[config.mk]
export PLATFORM = sky130hd
export DESIGN_NAME = serial_deser
export DESIGN_NICKNAME = d
export VERILOG_FILES = /design/src/rtl/serial_deser.sv
export SDC_FILE = /design/constraint.sdc
export NUM_CORES = 1
export LEC_CHECK = 0
export BUFFER_PORTS_ARGS = -buffer_cell sky130_fd_sc_hd__buf_2
export CAP_MARGIN = 20
export CORE_ASPECT_RATIO = 1.2
export CORE_UTILIZATION = 55
export CTS_BUF_LIST = sky130_fd_sc_hd__clkbuf_4 sky130_fd_sc_hd__clkbuf_8
export DETAILED_ROUTE_END_ITERATION = 10
export HOLD_SLACK_MARGIN = 0.02
export PLACE_DENSITY = 0.78
export SYNTH_ARGS = -nofsm -noshare
export SYNTH_HDL_FRONTEND = slang
export SYNTH_SLANG_ARGS = --single-unit
[constraint.sdc]
create_clock -name clk -period 2.93 [get_ports clk]
set_clock_uncertainty 0.1 [all_clocks]
set_input_delay 0.293 -clock clk [delete_from_list [all_inputs] [get_ports clk]]
set_output_delay 0.293 -clock clk [all_outputs]
set_load 0.05 [all_outputs]
[src/rtl/serial_deser.sv]
// Framed serial receiver: start bit (1), DATA_W data bits, optional even parity, stop bit (0).
// Optional parity stage is enabled by defining SER_PARITY_EN.
module serial_deser #(
  parameter int DATA_W    = 8,
  parameter bit MSB_FIRST = 1'b0
) (
  input  logic              clk,
  input  logic              rst_n,
  input  logic              din,
  input  logic              en,
  output logic [DATA_W-1:0] dout,
  output logic              dout_valid,
  output logic              busy,
  output logic              frame_err,
  output logic              parity_err
);

  localparam int CW = (DATA_W > 1) ? $clog2(DATA_W) : 1;
  localparam logic [CW-1:0] LAST = CW'(DATA_W - 1);

`ifdef SER_PARITY_EN
  typedef enum logic [1:0] {IDLE = 2'd0, DATA = 2'd1, PARITY = 2'd2, STOP = 2'd3} state_t;
`else
  typedef enum logic [1:0] {IDLE = 2'd0, DATA = 2'd1, STOP = 2'd3} state_t;
`endif

  state_t            state_p0, nxt_p0;
  logic [CW-1:0]     cnt_p0;
  logic [DATA_W-1:0] sr_p0;
  logic              vld_p0, ferr_p0;
`ifdef SER_PARITY_EN
  logic              par_bad_p0, perr_p0;
`endif

  function automatic logic [DATA_W-1:0] shift_in(input logic [DATA_W-1:0] s, input logic b);
    if (MSB_FIRST) return {s[DATA_W-2:0], b};
    else           return {b, s[DATA_W-1:1]};
  endfunction

`ifdef SER_PARITY_EN
  function automatic logic even_par(input logic [DATA_W-1:0] w);
    return ^w;
  endfunction
`endif

  always_ff @(posedge clk) begin
    if (!rst_n) state_p0 <= IDLE;
    else        state_p0 <= nxt_p0;
  end

  always_comb begin
    nxt_p0 = state_p0;
    if (en) begin
      case (state_p0)
        IDLE:    if (din) nxt_p0 = DATA;
`ifdef SER_PARITY_EN
        DATA:    if (cnt_p0 == LAST) nxt_p0 = PARITY;
        PARITY:  nxt_p0 = STOP;
`else
        DATA:    if (cnt_p0 == LAST) nxt_p0 = STOP;
`endif
        STOP:    nxt_p0 = IDLE;
        default: nxt_p0 = IDLE;
      endcase
    end
  end

  // Frame verdict is decided on the enabled sample of the stop bit
  always_comb begin
    vld_p0  = 1'b0;
    ferr_p0 = 1'b0;
`ifdef SER_PARITY_EN
    perr_p0 = 1'b0;
`endif
    if (en && state_p0 == STOP) begin
      ferr_p0 = din;
`ifdef SER_PARITY_EN
      perr_p0 = par_bad_p0;
      vld_p0  = !din && !par_bad_p0;
`else
      vld_p0  = !din;
`endif
    end
  end

  assign busy = (state_p0 != IDLE);

  always_ff @(posedge clk) begin
    if (!rst_n) begin
      cnt_p0     <= '0;
      sr_p0      <= '0;
      dout       <= '0;
      dout_valid <= 1'b0;
      frame_err  <= 1'b0;
`ifdef SER_PARITY_EN
      par_bad_p0 <= 1'b0;
      parity_err <= 1'b0;
`endif
    end else begin
      dout_valid <= vld_p0;
      frame_err  <= ferr_p0;
`ifdef SER_PARITY_EN
      parity_err <= perr_p0;
`endif
      if (vld_p0) dout <= sr_p0;
      if (en) begin
        case (state_p0)
          IDLE: begin
            cnt_p0 <= '0;
`ifdef SER_PARITY_EN
            par_bad_p0 <= 1'b0;
`endif
          end
          DATA: begin
            sr_p0 <= shift_in(sr_p0, din);
            if (cnt_p0 != LAST) cnt_p0 <= cnt_p0 + CW'(1);
          end
`ifdef SER_PARITY_EN
          PARITY: par_bad_p0 <= (din != even_par(sr_p0));
`endif
          STOP:    cnt_p0 <= '0;
          default: ;
        endcase
      end
    end
  end

`ifndef SER_PARITY_EN
  assign parity_err = 1'b0;
`endif

endmodule

==> metrics.cfg, run 1 <==
[status]
status=complete, no violations

[routing]
wire_per_inst_um=11.32
dr.pass1.iters=4
vias_per_cell=5.341
antenna_left=0
drc_errors=0
dr_total_vias=705
wl_mm=1.494
dr.first_iter.drc_count=12

[critical_path]
end_kind=output port
critical_path_arrival_ns=1.33
crit_fanout=4
cp.required_ns=2.54
crit_type=reg -> out
critPathLaunchType=flop

[sta]
max_slew_margin=0.6409
hold_viol=0
finalCritPeriodShare=0.5882
hold_slack_ns=0.1782
drv_slew=0
max_freq_mhz=580.2
setup_viol=0
min_period_ns=1.723
setup_slack_ns=1.207
grt_setup_unrepaired=no
fin_tns_setup_ns=0
worst_pin_slew_ns=0.5371

[cts]
htreeDepth=1
cts_tree=done
clk_pin_slew_ns=0.12
clk_latency_ns=0.30
numCtsBuffers=3
cts_resized=0
postCtsSetupRepairBufs=0
clockBufferDepth=2
root_buffer=clkbuf_4
cts.sinks=23
hold_buffers=0

[place]
globalplace.congestion=0.7566
portBuffers=14
place_area_um2=1026
pre_cts_slack_ns=1.334

[die]
io_pins=16
fp.coreArea_um2=1642
die_w_um=40.43
start_util=0.5938
die_area_um2=1945
rows=16
die_y_um=48.12

[synth]
avgSynthCellArea_um2=9.556
synth_area_um2=974.7
synthDistinctLibCells=22
ys_seq_area_frac=0.4724
synth_nets=112
synth_seq_cells=23
yosys_warnings=0
syn_inst=102

[pwr]
ir_drop_mv=0.3034
clockPowerShare=0.290
p_leak_nw=0.5234
powerDensity_nw_per_um2=488.8
combPwrFrac=0.094
swShare=0.2386
switching_power_mw=0.1232
p_int_mw=0.3930
pwr-share-seq=0.616

[flow_run]
drv_cap=0

[global_route]
grt_usage=0.1729
grt_max_degree=18
grt-ovfl-total=0
first_global_vias=566
antenna_found_initial=0
grt_pass1_wl_mm=2.311

[cells_and_area]
layout-drive-gt1-share=0.2018
final_util=0.6433
area_growth_pct=8.344
final_cell_area_um2=1056
nNetsFinal=125
diodes=0
nFillCells=159

[min_path]
worstHoldPathType=in -> reg

cells by family (layout without fill, tap and decap cells):
family,count (synthesis),in the layout,synth area share
multiplexers,12,12,0.1232
AND/OR/NAND/NOR,39,39,0.1938
buffers and inverters,10,22,0.05775
flip-flops,23,23,0.4724
adder cells (fa/ha/maj),6,6,0.07702
other,1,1,0.003847
AO/OA/AOI/OAI,11,11,0.07189
critical path, cell delays in order (launching register included):
cell and delay (ns):
dfxtp_1 0.40, inv_1 0.08, ha_1 0.25, inv_1 0.06, buf_2 0.25
Yosys cell counts:
library cell | count | area [um2]
dfxtp_1 | 23 | 460.4
nand2_1 | 13 | 48.80
mux2i_1 | 12 | 120.1
nand3_1 | 10 | 50.05
nor2_1 | 9 | 33.78
a21oi_1 | 8 | 40.04
ha_1 | 6 | 75.07
buf_2 | 3 | 15.01
inv_1 | 3 | 11.26
buf_4 | 2 | 15.01
nand3b_1 | 2 | 15.01
a31o_2 | 1 | 8.760
and3_1 | 1 | 6.260
and4_1 | 1 | 8.760
buf_6 | 1 | 11.26
conb_1 | 1 | 3.750
inv_2 | 1 | 3.750
nand2_2 | 1 | 6.260
nand2b_1 | 1 | 6.260
nand2b_4 | 1 | 13.76
o221a_2 | 1 | 11.26
o311a_1 | 1 | 10.01
area by class of cell:
type                    instances  area [um2]  area share
multi-input cells              69       457.9      0.4337
repair buffers                 14       70.07     0.06635
inverters                       4       15.01     0.01422
clock buffers                   4       30.03     0.02844
flip-flops and latches         23       460.4      0.4360
well taps                      18       22.52     0.02133
layer usage:
metal,part of all wire,wire length [um],GRT usage
met1,0.47,697,0.2213
met2,0.49,732,0.2921
met3,0.026,39,0.02740
met4,0.017,25,0.06000
met5,0,0,0
state kept, by name (all words and copies together) (netlist names):
signal,flops
dout,8
sr_p0,8
cnt_p0,3
dout_valid,1
frame_err,1
state_p0,2
layout by cell type (no fill, tap or decap):
cell | Yosys | routed
a21oi_1 | 8 | 8
a31o_2 | 1 | 1
and3_1 | 1 | 1
and4_1 | 1 | 1
buf_2 | 3 | 14
clkbuf_4 | 0 | 4
conb_1 | 1 | 1
dfxtp_1 | 23 | 23
ha_1 | 6 | 6
inv_1 | 3 | 3
inv_2 | 1 | 1
mux2i_1 | 12 | 12
nand2_1 | 13 | 13
nand2_2 | 1 | 1
nand2b_1 | 1 | 1
nand2b_4 | 1 | 1
nand3_1 | 10 | 10
nand3b_1 | 2 | 2
nor2_1 | 9 | 9
o221a_2 | 1 | 1
o311a_1 | 1 | 1
power groups by stage:
stage               Combinational (mW)  Sequential (mW)  Clock, mW
floorplan                       0.0416            0.324          0
global placement                0.0472            0.325          0
detailed placement              0.0487            0.325          0
CTS                             0.0487            0.318      0.148
global route                    0.0533            0.319      0.160
finish                          0.0485            0.318      0.150
worst paths after layout:
| check | start | endpoint | slack [ns] | depth (start not counted) |
|---|---|---|---|---|
| max reg2reg | state_p0[1]$_SDFFE_PN0P_ | cnt_p0[2]$_SDFFE_PN0P_ | 1.33 | 5 |
| max | state_p0[0]$_SDFFE_PN0P_ | busy | 1.21 | 4 |
| min reg2reg | sr_p0[0]$_SDFFE_PN0P_ | sr_p0[0]$_SDFFE_PN0P_ | 0.37 | 2 |
| min | din | sr_p0[7]$_SDFFE_PN0P_ | 0.18 | 3 |
per-stage QoR:
| stage | total power [mW] | instances |
|---|---|---|
| after floorplan | 0.3659 | 102 |
| after detailed placement | 0.3736 | 128 |
| final | 0.5161 | 132 |
| after global placement | 0.3719 | 128 |
| after global routing | 0.5321 | 132 |
| after CTS | 0.5150 | 132 |
Note: power is estimated with default switching activity, not from simulation.
==> inputs of run 2 (changes only) <==
==> constraint.sdc (replaced) <==
create_clock -name clk -period 1.8 [get_ports clk]
set_clock_uncertainty 0.1 [all_clocks]
set_input_delay 0.18 -clock clk [delete_from_list [all_inputs] [get_ports clk]]
set_output_delay 0.18 -clock clk [all_outputs]
set_load 0.05 [all_outputs]
==> run 2 against run 1 <==
Combinational power grew 71%; sequential share of layout area is 0.51 points lower; power is 60% higher; clock power increased by 49%; critical endpoint unchanged; via count is 1.7% lower; cell area up 1.2%; highest routed layer unchanged; die area did not move.
==> metrics.cfg, run 2 (synthesis results as in run 1) <==
[status]
status=complete, no violations

[place]
globalplace.congestion=0.8137
place_area_um2=1041
hpwl_mm=1.106
portBuffers=14

[cts]
htreeDepth=1
numCtsBuffers=3
clk_pin_slew_ns=0.12
cts_resized=0
root_buffer=clkbuf_4
postCtsSetupRepairBufs=0
clockBufferDepth=2
hold_buffers=0
clk_latency_ns=0.29
cts.sinks=23
cts_tree=done

[die]
start_util=0.5938
die_area_um2=1945
die_y_um=48.12
io_pins=16
fp.coreArea_um2=1642
rows=16
die_w_um=40.43

[sta]
hold_slack_ns=0.07010
setup_viol=0
drv_slew=0
fin_tns_setup_ns=0
grt_setup_unrepaired=no
min_period_ns=1.622
finalCritPeriodShare=0.9013
hold_viol=0
max_freq_mhz=616.4

[routing]
dr_total_vias=693
wire_per_inst_um=11.15
drc_errors=0
wl_mm=1.494
antenna_left=0
dr.first_iter.drc_count=15
vias_per_cell=5.172
dr.pass1.iters=4

[cells_and_area]
final_util=0.6509
final_cell_area_um2=1069
multi_input_area_um2=457.9
diodes=0
nNetsFinal=127
final_cell_mix=dfxtp_1, buf_2, nand2_1, mux2i_1, nand3_1
final_common_cell=dfxtp_1
layout-drive-gt1-share=0.2155
area_growth_pct=9.627
nFillCells=154
regArea_um2=460.4
reg_top3=dout x8, sr_p0 x8, cnt_p0 x3

[pwr]
ir_drop_mv=0.4397
power_mw=0.8242
powerDensity_nw_per_um2=771.3
p_leak_nw=0.5320

[critical_path]
crit_fanout=4
crit_type=reg -> out
critPathLaunchType=flop
cp.required_ns=1.52
critical_path_arrival_ns=1.34
end_kind=output port

[global_route]
first_global_vias=564
grt_max_degree=18
grt_usage=0.1765
grt_pass1_wl_mm=2.256
antenna_found_initial=0
grt-ovfl-total=0

[min_path]
worstHoldPathType=in -> reg

[flow_run]
drv_cap=0

run 2: per-stage QoR:
step / std cells / setup slack [ns]
2_1_floorplan: 102 / 0.4565
3_3_place_gp: 130 / 0.3789
3_5_place_dp: 130 / 0.3583
4_1_cts: 134 / 0.1637
5_1_grt: 134 / 0.09032
6_report: 134 / 0.1777
run 2: layer usage:
layer | vias up | global-route usage | part of all wire
met2 | 10 | 0.2921 | 0.50
li1 | 368 | - | -
met5 | - | 0 | 0
met4 | 0 | 0.08000 | 0.015
met1 | 313 | 0.2149 | 0.46
met3 | 2 | 0.04110 | 0.023
run 2: final cells by class:
| type | instances | share of cell area |
|---|---|---|
| clock buffer | 3 | 0.02108 |
| sequential | 23 | 0.4309 |
| multi-input combinational | 69 | 0.4286 |
| clock inverter | 1 | 0.004684 |
| timing repair buffer | 16 | 0.07963 |
| inverter | 4 | 0.01405 |
| tap | 18 | 0.02108 |
run 2: power by group:
group / switching [mW] / internal [mW] / total, mW / leakage (nW)
registers: 0.00410 / 0.513 / 0.517 / 0.185
logic: 0.0553 / 0.0275 / 0.0828 / 0.329
clock network: 0.141 / 0.0826 / 0.224 / 0.0177
run 2: critical path, cell delays in order, from the launching register on:
cell and delay, ns:
dfxtp_1 0.41, inv_1 0.08, ha_1 0.25, inv_1 0.06, buf_2 0.25
run 2: final timing paths:
check / from / endpoint / slack, ns / depth (start not counted)
setup / recovery: state_p0[0]$_SDFFE_PN0P_ / busy / 0.18 / 4
hold / removal: din / sr_p0[7]$_SDFFE_PN0P_ / 0.07 / 3
setup reg to reg: state_p0[0]$_SDFFE_PN0P_ / cnt_p0[0]$_SDFFE_PN0P_ / 0.35 / 5
hold reg to reg: sr_p0[0]$_SDFFE_PN0P_ / sr_p0[0]$_SDFFE_PN0P_ / 0.38 / 2
==> inputs of run 3 (changes only) <==
--- a/config.mk
+++ b/config.mk
@@ -7,7 +7,6 @@
 export LEC_CHECK = 0
 export BUFFER_PORTS_ARGS = -buffer_cell sky130_fd_sc_hd__buf_2
 export CAP_MARGIN = 20
-export CORE_ASPECT_RATIO = 1.2
 export CORE_UTILIZATION = 55
 export CTS_BUF_LIST = sky130_fd_sc_hd__clkbuf_4 sky130_fd_sc_hd__clkbuf_8
 export DETAILED_ROUTE_END_ITERATION = 10
==> run 3 against run 2 <==
First-iteration DRC count increased by 6.7%; count of clock-buffer cells in the layout unchanged; power rose by 2.2%; die area about the same; routed wire length up 10%; flip-flop and latch count unchanged; critical path depth stayed put; clock power is 7% higher; sequential power about the same.
==> metrics.cfg, run 3 (synthesis results as in run 1) <==
[routing]
vias_per_cell=5.492
drc_errors=0
dr_total_vias=725
dr.pass1.iters=6
wire_per_inst_um=12.45
antenna_left=0
wl_mm=1.644
dr.first_iter.drc_count=16

[critical_path]
reg2reg_setup_slack_ns=0.30
startpoint=state_p0[0]$_SDFFE_PN0P_
cp_cell_sequence=inv_1 > ha_1 > inv_1 > buf_2
crit_fanout=4
end_kind=output port
path_delay_family=flip-flops
cpMostUsedCell=inv_1
critPathLaunchType=flop
crit_type=reg -> out
r2r.worst_path.cells=5
cp.required_ns=1.52
crit_buf_inv=3
cpMaxStageDelayCell=dfxtp_1
cp.depth=4
cp-endpoint=busy
r2r-start=state_p0[0]$_SDFFE_PN0P_
worst_path_largest_cell_delay_ns=0.41
r2r_end=cnt_p0[0]$_SDFFE_PN0P_
critical_path_arrival_ns=1.37

[sta]
min_period_ns=1.650
hold_slack_ns=0.04930
finalCritPeriodShare=0.9165
hold_viol=0
fin_tns_setup_ns=0
drv_slew=0
grt_setup_unrepaired=no
max_freq_mhz=606.2
setup_viol=0

[flow_run]
drv_cap=0

[cts]
clockBufferDepth=2
clk_pin_slew_ns=0.13
numCtsBuffers=3
root_buffer=clkbuf_4
clk_latency_ns=0.31
htreeDepth=1
cts_tree=done
cts_resized=0
hold_buffers=0
postCtsSetupRepairBufs=0
cts.sinks=23

[die]
rows=14
die_area_um2=1944
die_y_um=44.10
io_pins=16
fp.coreArea_um2=1577
start_util=0.6183
die_w_um=44.10

[place]
post-place-cells=128
hpwl_mm=1.149
globalplace.congestion=0.7307
portBuffers=14

[cells_and_area]
fin_cells=132
area_growth_pct=9.371
final_cell_mix=dfxtp_1, buf_2, nand2_1, mux2i_1, nand3_1
final_common_cell=dfxtp_1
layout-drive-gt1-share=0.2155
reg_top3=dout x8, sr_p0 x8, cnt_p0 x3
multi_input_area_um2=457.9
nFillCells=133
diodes=0
regArea_um2=460.4
nNetsFinal=127
final_util=0.6762

[global_route]
first_global_vias=635
grt_max_degree=18
grt_pass1_wl_mm=2.760
grt_usage=0.1976
antenna_found_initial=0
grt-ovfl-total=0

[pwr]
powerDensity_nw_per_um2=789.8
ir_drop_mv=0.4424
p_leak_nw=0.5320
power_mw=0.8420

[status]
status=complete, no violations

[min_path]
worstHoldPathType=in -> reg

==> run 3: cell counts in the layout (fill, tap and decap cells not counted) <==
No cell type changed its count.
==> run 3: metrics by stage <==
step                      setup slack (ns)  area (um2)
after floorplan                     0.4565       974.7
after global placement              0.3885        1039
after detailed placement            0.3513        1039
after CTS                           0.1469        1066
after global routing               0.04400        1066
final                               0.1503        1066
==> run 3: final cells by class <==
| class | instances | share of cell area |
|---|---|---|
| well taps | 16 | 0.01878 |
| clock buffers | 3 | 0.02113 |
| inverters | 4 | 0.01408 |
| repair buffers | 16 | 0.07981 |
| multi-input cells | 69 | 0.4296 |
| clock inverters | 1 | 0.004695 |
| flip-flops and latches | 23 | 0.4319 |
==> run 3: layer usage <==
layer  global-route usage  wire (um)  vias to the layer above
li1                     -          -                      368
met1               0.2552        785                      333
met2               0.3000        762                       19
met3              0.04082         55                        5
met4               0.1273         42                        0
met5                    0          0                        -
==> run 3: worst min path at each step <==
| stage | startpoint | endpoint | slack [ns] | cells after the start |
|---|---|---|---|---|
| 2_1_floorplan | din | sr_p0[7]$_SDFFE_PN0P_ | 0.24 | 2 |
| 3_3_place_gp | sr_p0[0]$_SDFFE_PN0P_ | sr_p0[0]$_SDFFE_PN0P_ | 0.35 | 2 |
| 3_5_place_dp | sr_p0[0]$_SDFFE_PN0P_ | sr_p0[0]$_SDFFE_PN0P_ | 0.36 | 2 |
| 4_1_cts | din | frame_err$_SDFF_PN0_ | 0.04 | 2 |
| 5_1_grt | din | frame_err$_SDFF_PN0_ | 0.04 | 2 |
| 6_report | din | sr_p0[7]$_SDFFE_PN0P_ | 0.05 | 3 |
==> run 3: tightest hold or removal path: cells and delay by family <==
family / cells / cell delay (ns)
AO/OA/AOI/OAI: 1 / 0.06
buffers and inverters: 1 / 0.11
AND/OR/NAND/NOR: 1 / 0.08
==> run 3: report_power, final <==
group | leakage (nW) | switching (mW) | internal (mW) | total, mW
Sequential | 0.185 | 0.00430 | 0.514 | 0.518
Combinational | 0.329 | 0.0573 | 0.0274 | 0.0846
Clock | 0.0177 | 0.156 | 0.0831 | 0.240
